### src/rtl/telemetry_frame_tx.sv
// 8N1 serial transmitter for the outbound telemetry frame:
// "abc" header, word_a and word_b MSB-first, then an additive checksum byte.
module telemetry_frame_tx #(
  parameter int ClkFrequency = 50000000,
  parameter int Baud         = 9600
) (
  input  logic        clk,
  input  logic        rst_n,
  input  logic        send,
  input  logic [15:0] word_a,
  input  logic [15:0] word_b,
  output logic        busy,
  output logic        done,
  output logic        uart_tx,
  output logic [1:0]  state_o
);

  localparam int DIV = ClkFrequency / Baud;
  localparam int CW  = $clog2(DIV);
  localparam logic [CW-1:0] BAUD_LAST = CW'(DIV - 1);
  localparam logic [CW-1:0] BAUD_ONE  = CW'(1);

  localparam logic [1:0] S_IDLE  = 2'd0;
  localparam logic [1:0] S_START = 2'd1;
  localparam logic [1:0] S_DATA  = 2'd2;
  localparam logic [1:0] S_STOP  = 2'd3;

  // Handshake: a request is taken when send=1 at a rising edge with busy=0;
  // send while busy=1 is dropped, there is no queueing.

  logic [1:0]    state_q, state_d;
  logic [CW-1:0] baud_cnt_q, baud_cnt_d;
  logic [2:0]    bit_idx_q, bit_idx_d;
  logic [2:0]    byte_idx_q, byte_idx_d;
  logic [7:0]    shift_q, shift_d;
  logic [15:0]   word_a_q, word_a_d;
  logic [15:0]   word_b_q, word_b_d;
  logic          tx_q, tx_d;
  logic          done_q, done_d;

  logic          bit_end;
  logic [2:0]    nxt_idx;
  logic [7:0]    checksum;
  logic [7:0]    next_byte;

  assign bit_end  = (baud_cnt_q == BAUD_LAST);
  assign nxt_idx  = byte_idx_q + 3'd1;
  assign checksum = word_a_q[15:8] + word_a_q[7:0] + word_b_q[15:8] + word_b_q[7:0];

  always_comb begin
    next_byte = 8'h61;
    case (nxt_idx)
      3'd1:    next_byte = 8'h62;
      3'd2:    next_byte = 8'h63;
      3'd3:    next_byte = word_a_q[15:8];
      3'd4:    next_byte = word_a_q[7:0];
      3'd5:    next_byte = word_b_q[15:8];
      3'd6:    next_byte = word_b_q[7:0];
      3'd7:    next_byte = checksum;
      default: next_byte = 8'h61;
    endcase
  end

  always_comb begin
    state_d    = state_q;
    baud_cnt_d = baud_cnt_q;
    bit_idx_d  = bit_idx_q;
    byte_idx_d = byte_idx_q;
    shift_d    = shift_q;
    word_a_d   = word_a_q;
    word_b_d   = word_b_q;
    done_d     = 1'b0;
    case (state_q)
      S_IDLE: begin
        if (send) begin
          state_d    = S_START;
          baud_cnt_d = '0;
          byte_idx_d = 3'd0;
          shift_d    = 8'h61;
          word_a_d   = word_a;
          word_b_d   = word_b;
        end
      end
      S_START: begin
        if (bit_end) begin
          state_d    = S_DATA;
          baud_cnt_d = '0;
          bit_idx_d  = 3'd0;
        end else begin
          baud_cnt_d = baud_cnt_q + BAUD_ONE;
        end
      end
      S_DATA: begin
        if (bit_end) begin
          baud_cnt_d = '0;
          shift_d    = {1'b0, shift_q[7:1]};
          if (bit_idx_q == 3'd7) state_d = S_STOP;
          else                   bit_idx_d = bit_idx_q + 3'd1;
        end else begin
          baud_cnt_d = baud_cnt_q + BAUD_ONE;
        end
      end
      default: begin
        if (bit_end) begin
          baud_cnt_d = '0;
          if (byte_idx_q != 3'd7) begin
            byte_idx_d = nxt_idx;
            shift_d    = next_byte;
            state_d    = S_START;
          end else begin
            state_d = S_IDLE;
            done_d  = 1'b1;
          end
        end else begin
          baud_cnt_d = baud_cnt_q + BAUD_ONE;
        end
      end
    endcase
  end

  // Line level is derived from the next state so the pin register changes
  // exactly on bit boundaries.
  always_comb begin
    tx_d = 1'b1;
    if (state_d == S_START)     tx_d = 1'b0;
    else if (state_d == S_DATA) tx_d = shift_d[0];
  end

  always_ff @(posedge clk or negedge rst_n) begin
    if (!rst_n) begin
      state_q    <= S_IDLE;
      baud_cnt_q <= '0;
      bit_idx_q  <= 3'd0;
      byte_idx_q <= 3'd0;
      shift_q    <= 8'h00;
      word_a_q   <= 16'h0000;
      word_b_q   <= 16'h0000;
      tx_q       <= 1'b1;
      done_q     <= 1'b0;
    end else begin
      state_q    <= state_d;
      baud_cnt_q <= baud_cnt_d;
      bit_idx_q  <= bit_idx_d;
      byte_idx_q <= byte_idx_d;
      shift_q    <= shift_d;
      word_a_q   <= word_a_d;
      word_b_q   <= word_b_d;
      tx_q       <= tx_d;
      done_q     <= done_d;
    end
  end

  assign busy    = (state_q != S_IDLE);
  assign done    = done_q;
  assign uart_tx = tx_q;
  assign state_o = state_q;

endmodule

### config.mk
export PLATFORM = sky130hd
export DESIGN_NAME = telemetry_frame_tx
export DESIGN_NICKNAME = d
export VERILOG_FILES = /design/src/rtl/telemetry_frame_tx.sv
export SDC_FILE = /design/constraint.sdc
export NUM_CORES = 1
export LEC_CHECK = 0
export CORE_ASPECT_RATIO = 1.4
export CORE_MARGIN = 4
export CORE_UTILIZATION = 57
export CTS_CLUSTER_DIAMETER = 120
export CTS_CLUSTER_SIZE = 14
export DETAILED_ROUTE_END_ITERATION = 8
export GPL_ROUTABILITY_DRIVEN = 1
export PLACE_DENSITY_LB_ADDON = 0.15
export SYNTH_ARGS = -nofsm -noshare
export SYNTH_HDL_FRONTEND = slang
export SYNTH_SLANG_ARGS = --single-unit
### constraint.sdc
create_clock -name clk -period 3.6 [get_ports clk]
set_clock_uncertainty 0.15 [all_clocks]
set_input_delay 0.36 -clock clk [delete_from_list [all_inputs] [get_ports clk]]
set_output_delay 0.36 -clock clk [all_outputs]
set_load 0.02 [all_outputs]
Yosys cells after proc, flatten, opt, wreduce, memory -nomap -nowiden
Index checks and enable logic that the tools add are counted.
{ "word_totals": {"mem_count": 0, "latchBits": 0, "wordCells": 77, "ram_bits": 0, "in_bits": 35, "romBits": 0, "regBits": 63} }
{ "op_classes": {"magnitude_cmp": 0, "n_div": 0, "bitwise_logic": 2, "reduce_logical": 12, "muxes": 29, "n_eq_ne": 18, "multipliers": 0, "addsub": 6, "shifts": 0} }
{ "ops": {"columns": ["op", "count"], "rows": [
  ["8-bit one-hot mux with 7 select lines", 1],
  ["13-bit 2-to-1 mux", 3],
  ["8-bit 2-to-1 mux", 4],
  ["8-bit adder", 3],
  ["8-bit one-hot mux with 3 select lines", 1],
  ["3-bit 2-to-1 mux", 6],
  ["3-bit == test (second input constant)", 5],
  ["13-bit by 1-bit adder with 13-bit output (second input constant)", 1],
  ["13-bit == test (second input constant)", 1],
  ["3-bit one-hot mux with 2 select lines", 2],
  ["2-bit 2-to-1 mux", 5],
  ["2-bit != test (second input constant)", 4],
  ["4-bit AND reduction", 2],
  ["2-bit nonzero test", 4],
  ["3-bit by 1-bit adder with 3-bit output (second input constant)", 2],
  ["3-bit by 2-bit == test with 1-bit output (second input constant)", 2],
  ["1-bit 2-to-1 mux", 6],
  ["2-bit one-hot mux with 3 select lines", 1],
  ["5-bit AND reduction", 1],
  ["2-bit by 1-bit == test with 1-bit output (second input constant)", 2],
  ["2-bit == test (second input constant)", 2],
  ["3-bit by 1-bit == test with 1-bit output (second input constant)", 1],
  ["3-bit != test (second input constant)", 1],
  ["3-bit nonzero test", 1],
  ["5 further kinds", 6]
]} }

Depth between registers and ports, before layout
{ "logic_depth": {"ltp_word": 9, "mapped_depth": 11, "ltp_nobuf": 11} }

Least setup slack after synthesis
Ideal clock, no wire load.
{ "synth_timing": {"path_kind": "reg-to-reg", "from": "register word_a_q[1]", "to": "register shift_q[7]", "setup_time_ns": 0.127, "path_slack_ns": 0.559, "period_less_slack_ns": 3.041, "arrival_ns": 2.764, "stages_incl_launch_ff": 12, "n_path_buf": 0, "path_cell_list": "dfrtp_1 fa_1 fa_1 ha_1 inv_1 fa_1 nand2b_1 a21oi_1 o22ai_1 xnor2_1 a31oi_1 o22ai_2"} }
{ "synth_between": {"elab_chain_cells": 7} }
{ "synth_lines": {"columns": ["element", "line", "rtl"], "rows": [
  ["start, declared", "36", "logic [15:0] word_a_q, word_a_d;"],
  ["start signal, assigned", "146", "word_a_q <= word_a_d;"],
  ["8-bit adder (3 in a row)", "48", "assign checksum = word_a_q[15:8] + word_a_q[7:0] + word_b_q[15:8] + word_b_q[7:0];"],
  ["8-bit one-hot mux with 7 select lines", "52", "case (nxt_idx)"],
  ["8-bit 2-to-1 mux", "106", "if (byte_idx_q != 3'd7) begin"],
  ["8-bit 2-to-1 mux", "104", "if (bit_end) begin"],
  ["8-bit one-hot mux with 3 select lines", "73", "case (state_q)"],
  ["end signal, assigned", "145", "shift_q <= shift_d;"],
  ["end, declared", "35", "logic [7:0] shift_q, shift_d;"]
]} }
No other way between the ends. The select of a mux whose other input is x is not followed.
A chain may end at the register's enable or synchronous reset.

Worst setup path in the final report
{ "layout_timing": {"from": "register word_a_q[1]", "to": "register shift_q[5]"} }
Same word-level chain as after synthesis.

==> results by group <==
Cells and area
  • Multi-input gate area: 2160 um2
  • Fraction of layout cells with a size suffix above 1: 16.2%
  • Layout area overhead: 17.3%
  • FF/Latch Area: 1580 um2
  • N_diodes: 0
  • # nets final: 503
  • Final Cell Area: 4630 um2
  • Number of fill cells: 513
  • Post-Route Utilization: 69.6%

Critical path
  • CP arrival: 3.34 ns
  • Worst setup SP type: flip-flop
  • Reg2reg setup slack: 0.32 ns
  • Critical Path RT: 3.65 ns
  • Worst flop-to-flop path endpoint: shift_q[5]
  • Worst-path fanout max: 3
  • R2r startpoint: word_a_q[1]
  • R2R depth: 10
  • Crit. End Element: flip-flop
  • Kind of critical path: flip-flop to flip-flop

Global routing
  • Vias in the first global route: 3188
  • First-pass GRT wire length: 15000 um
  • Overall routing resource usage: 23.1%
  • Largest net degree at the start of global routing: 42
  • Initial antenna violation count: 0
  • Total gr overflow: 0

Synth
  • Async SR Flop Fraction: 100%
  • EDFF count, synth: 0
  • Synth area leader: dfrtp_1
  • Syn Nets: 463
  • Post-Syn Area: 3950 um2
  • Flops & latches, synth: 63
  • Top post-synthesis cells by area: dfrtp_1 39%, mux2_2 10%, fa_1 7.1%
  • Ys Warns: 0
  • Mapped Cells: 394
  • Most frequent cell after synthesis: dfrtp_1
  • Synth Flop Type: dfrtp_1
  • Top-area cell type share of the netlist area: 39.3%
  • Seq/Total Area, Yosys: 39.9%
  • Post-synth cell types: 56
  • Avg Inst Size Synth: 10.0 um2
  • Synth top cells by count: 62 x dfrtp_1, 43 x o21ai_0, 41 x inv_1, 35 x mux2_2, 30 x nor2_1

Clock tree
  • CTS tree: yes
  • Total CTS buffers: 9
  • Postcts setup bufs: 0
  • Clk_lat worst skew: 0.35 ns
  • Post-cts sizing count: 0
  • H-tree levels: 3
  • Reg clk slew, reported paths: 0.07 ns
  • Post-CTS Hold Fix Bufs: 0
  • Clock buffer depth: 2
  • Root Driver: clkbuf_8
  • Clk sinks: 63

Placement
  • Area after DPL: 4430 um2
  • Post-DP HPWL: 6450 um
  • Number of port buffers: 39
  • Gpl congestion: 0.859
  • Pre-CTS setup slack: 0.329 ns

Timing
  • Setup tns final: 0 ns
  • Final period utilization: 91.2%
  • Slew Limit Fails: 0
  • RSZ-0062 raised after global routing: false
  • Minimum clock period: 3.28 ns
  • Worst setup margin: 0.315 ns
  • Final-report setup violation count: 0
  • Hold WS: -0.00729 ns
  • Final Hold Viols: 13
  • FMAX: 304 MHz
  • Slew @ Worst Pin: 0.917 ns
  • Relative slew slack: 38.9%

Routing
  • Remaining DRCs: 0
  • Via density: 5.80
  • Antenna Nets Post-Route: 0
  • Initial DRC count: 156
  • DRT Pass-1 Iters: 5
  • Avg WL per Cell: 16.3 um
  • Total Wirelength: 8650 um
  • Routed via count: 3079

Pwr
  • Pleak: 2.09 nW
  • Seq pwr share: 50.2%
  • Sw Share: 21.3%
  • Worst VDD drop: 0.291 mV
  • Int Pwr: 0.00112 W
  • Clock Power Share: 46.0%
  • Pwr dens: 307 nW/um2
  • Psw: 0.000303 W
  • Gate power share: 3.9%

Floorplan
  • IO Count: 40
  • Die H: 106 um
  • Core ar.: 6660 um2
  • Starting Density: 59.3%
  • Die Wd: 78.4 um
  • Row Count: 35
  • Die ar.: 8340 um2

Flow run
  • Max-capacitance violation count: 0

Hold path
  • Min-delay worst type: primary input to asynchronous set/reset pin

Run status
  • Failing checks: hold timing
  • Status: finished, violations left
==> cells in the final DEF (no fill, tap or decap), types with 2 or more instances in the layout <==
| cell | synthesis | layout |
|---|---|---|
| a31oi_1 | 7 | 7 |
| nand2_1 | 27 | 27 |
| mux2_2 | 35 | 35 |
| nand4_1 | 3 | 3 |
| nor3_1 | 4 | 4 |
| a22o_1 | 2 | 2 |
| xor2_1 | 3 | 3 |
| mux2i_1 | 2 | 2 |
| dfrtp_1 | 62 | 62 |
| nand3_1 | 6 | 6 |
| nor2_1 | 30 | 30 |
| o21ai_0 | 43 | 43 |
| inv_1 | 41 | 41 |
| fa_1 | 14 | 14 |
| clkinv_2 | 0 | 2 |
| and3_2 | 3 | 3 |
| nor3_2 | 2 | 2 |
| buf_4 | 0 | 4 |
| a22oi_1 | 5 | 5 |
| clkdlybuf4s50_1 | 0 | 38 |
| ha_1 | 20 | 20 |
| xnor2_1 | 7 | 7 |
| a211oi_1 | 2 | 2 |
| and3_1 | 3 | 3 |
| a222oi_1 | 5 | 5 |
| nand2b_1 | 4 | 4 |
| a21oi_1 | 20 | 20 |
| clkbuf_8 | 0 | 12 |
| o22ai_1 | 2 | 2 |
==> state kept, by name (all words and copies together), names as in the netlist <==
signal and flops:
bit_idx_q 3, byte_idx_q 3, uart_tx 1, done 1, baud_cnt_q 13, shift_q 8, word_b_q 16, word_a_q 16
state_o 2
==> cell families after synthesis <==
logic type	after synthesis	synth area share [%]
AO/OA/AOI/OAI	100	15.7
AND/OR/NAND/NOR	95	12.9
flip-flops	63	39.9
buffers and inverters	55	5.29
multiplexers	37	10.5
adder cells (fa/ha/maj)	34	13.4
XOR/XNOR	10	2.22
==> stage by stage <==
stage | std cells | hold slack [ns] | total power, W
2_1_floorplan | 394 | -0.0856 | 0.000731
3_3_place_gp | 515 | 0.343 | 0.000783
3_5_place_dp | 515 | 0.356 | 0.000785
4_1_cts | 531 | 0.0201 | 0.00143
5_1_grt | 531 | 0.0748 | 0.00147
6_report | 531 | -0.00729 | 0.00142
==> how the worst max path moves through the flow <==
stage                            end        start  slack (ns)
after floorplan           shift_q[7]  word_a_q[1]        0.56
after global placement    shift_q[5]  word_a_q[1]        0.41
after detailed placement  shift_q[5]  word_a_q[1]        0.33
after CTS                 shift_q[5]  word_a_q[1]        0.31
after global routing      shift_q[5]  word_a_q[1]        0.06
final                     shift_q[5]  word_a_q[1]        0.32
==> routing by layer <==
metal / share of wire [%] / routed length (um) / track usage (%)
met1: 39 / 3390 / 25.8
met2: 56 / 4800 / 42.0
met3: 3.5 / 303 / 4.66
met4: 1.8 / 153 / 9.63
met5: 0 / 0 / 0
==> power by group through the flow <==
stage | Combinational, W | Clock, W | Sequential (W)
2_1_floorplan | 0.00000444 | 0 | 0.000727
3_3_place_gp | 0.0000558 | 0 | 0.000727
3_5_place_dp | 0.0000571 | 0 | 0.000727
4_1_cts | 0.0000572 | 0.000663 | 0.000714
5_1_grt | 0.0000614 | 0.000699 | 0.000714
6_report | 0.0000554 | 0.000654 | 0.000714
==> cell type report <==
type	count	area share [%]
Clock buffer	13	3.64
Clock inverter	3	0.864
Inverter	41	3.32
Multi-Input combinational cell	276	46.7
Sequential cell	63	34.0
Tap cell	92	2.48
Timing Repair Buffer	43	8.96
==> worst max-delay path, cell delays in order, from the launching register on <==
cell and delay, ns:
dfrtp_1 0.41, fa_1 0.51, fa_1 0.52, ha_1 0.18
inv_1 0.06, fa_1 0.39, nand2b_1 0.19, a21oi_1 0.17
o311ai_0 0.17, a221oi_1 0.28, a21oi_1 0.10
No activity file was read; power rests on OpenSTA's default activity.
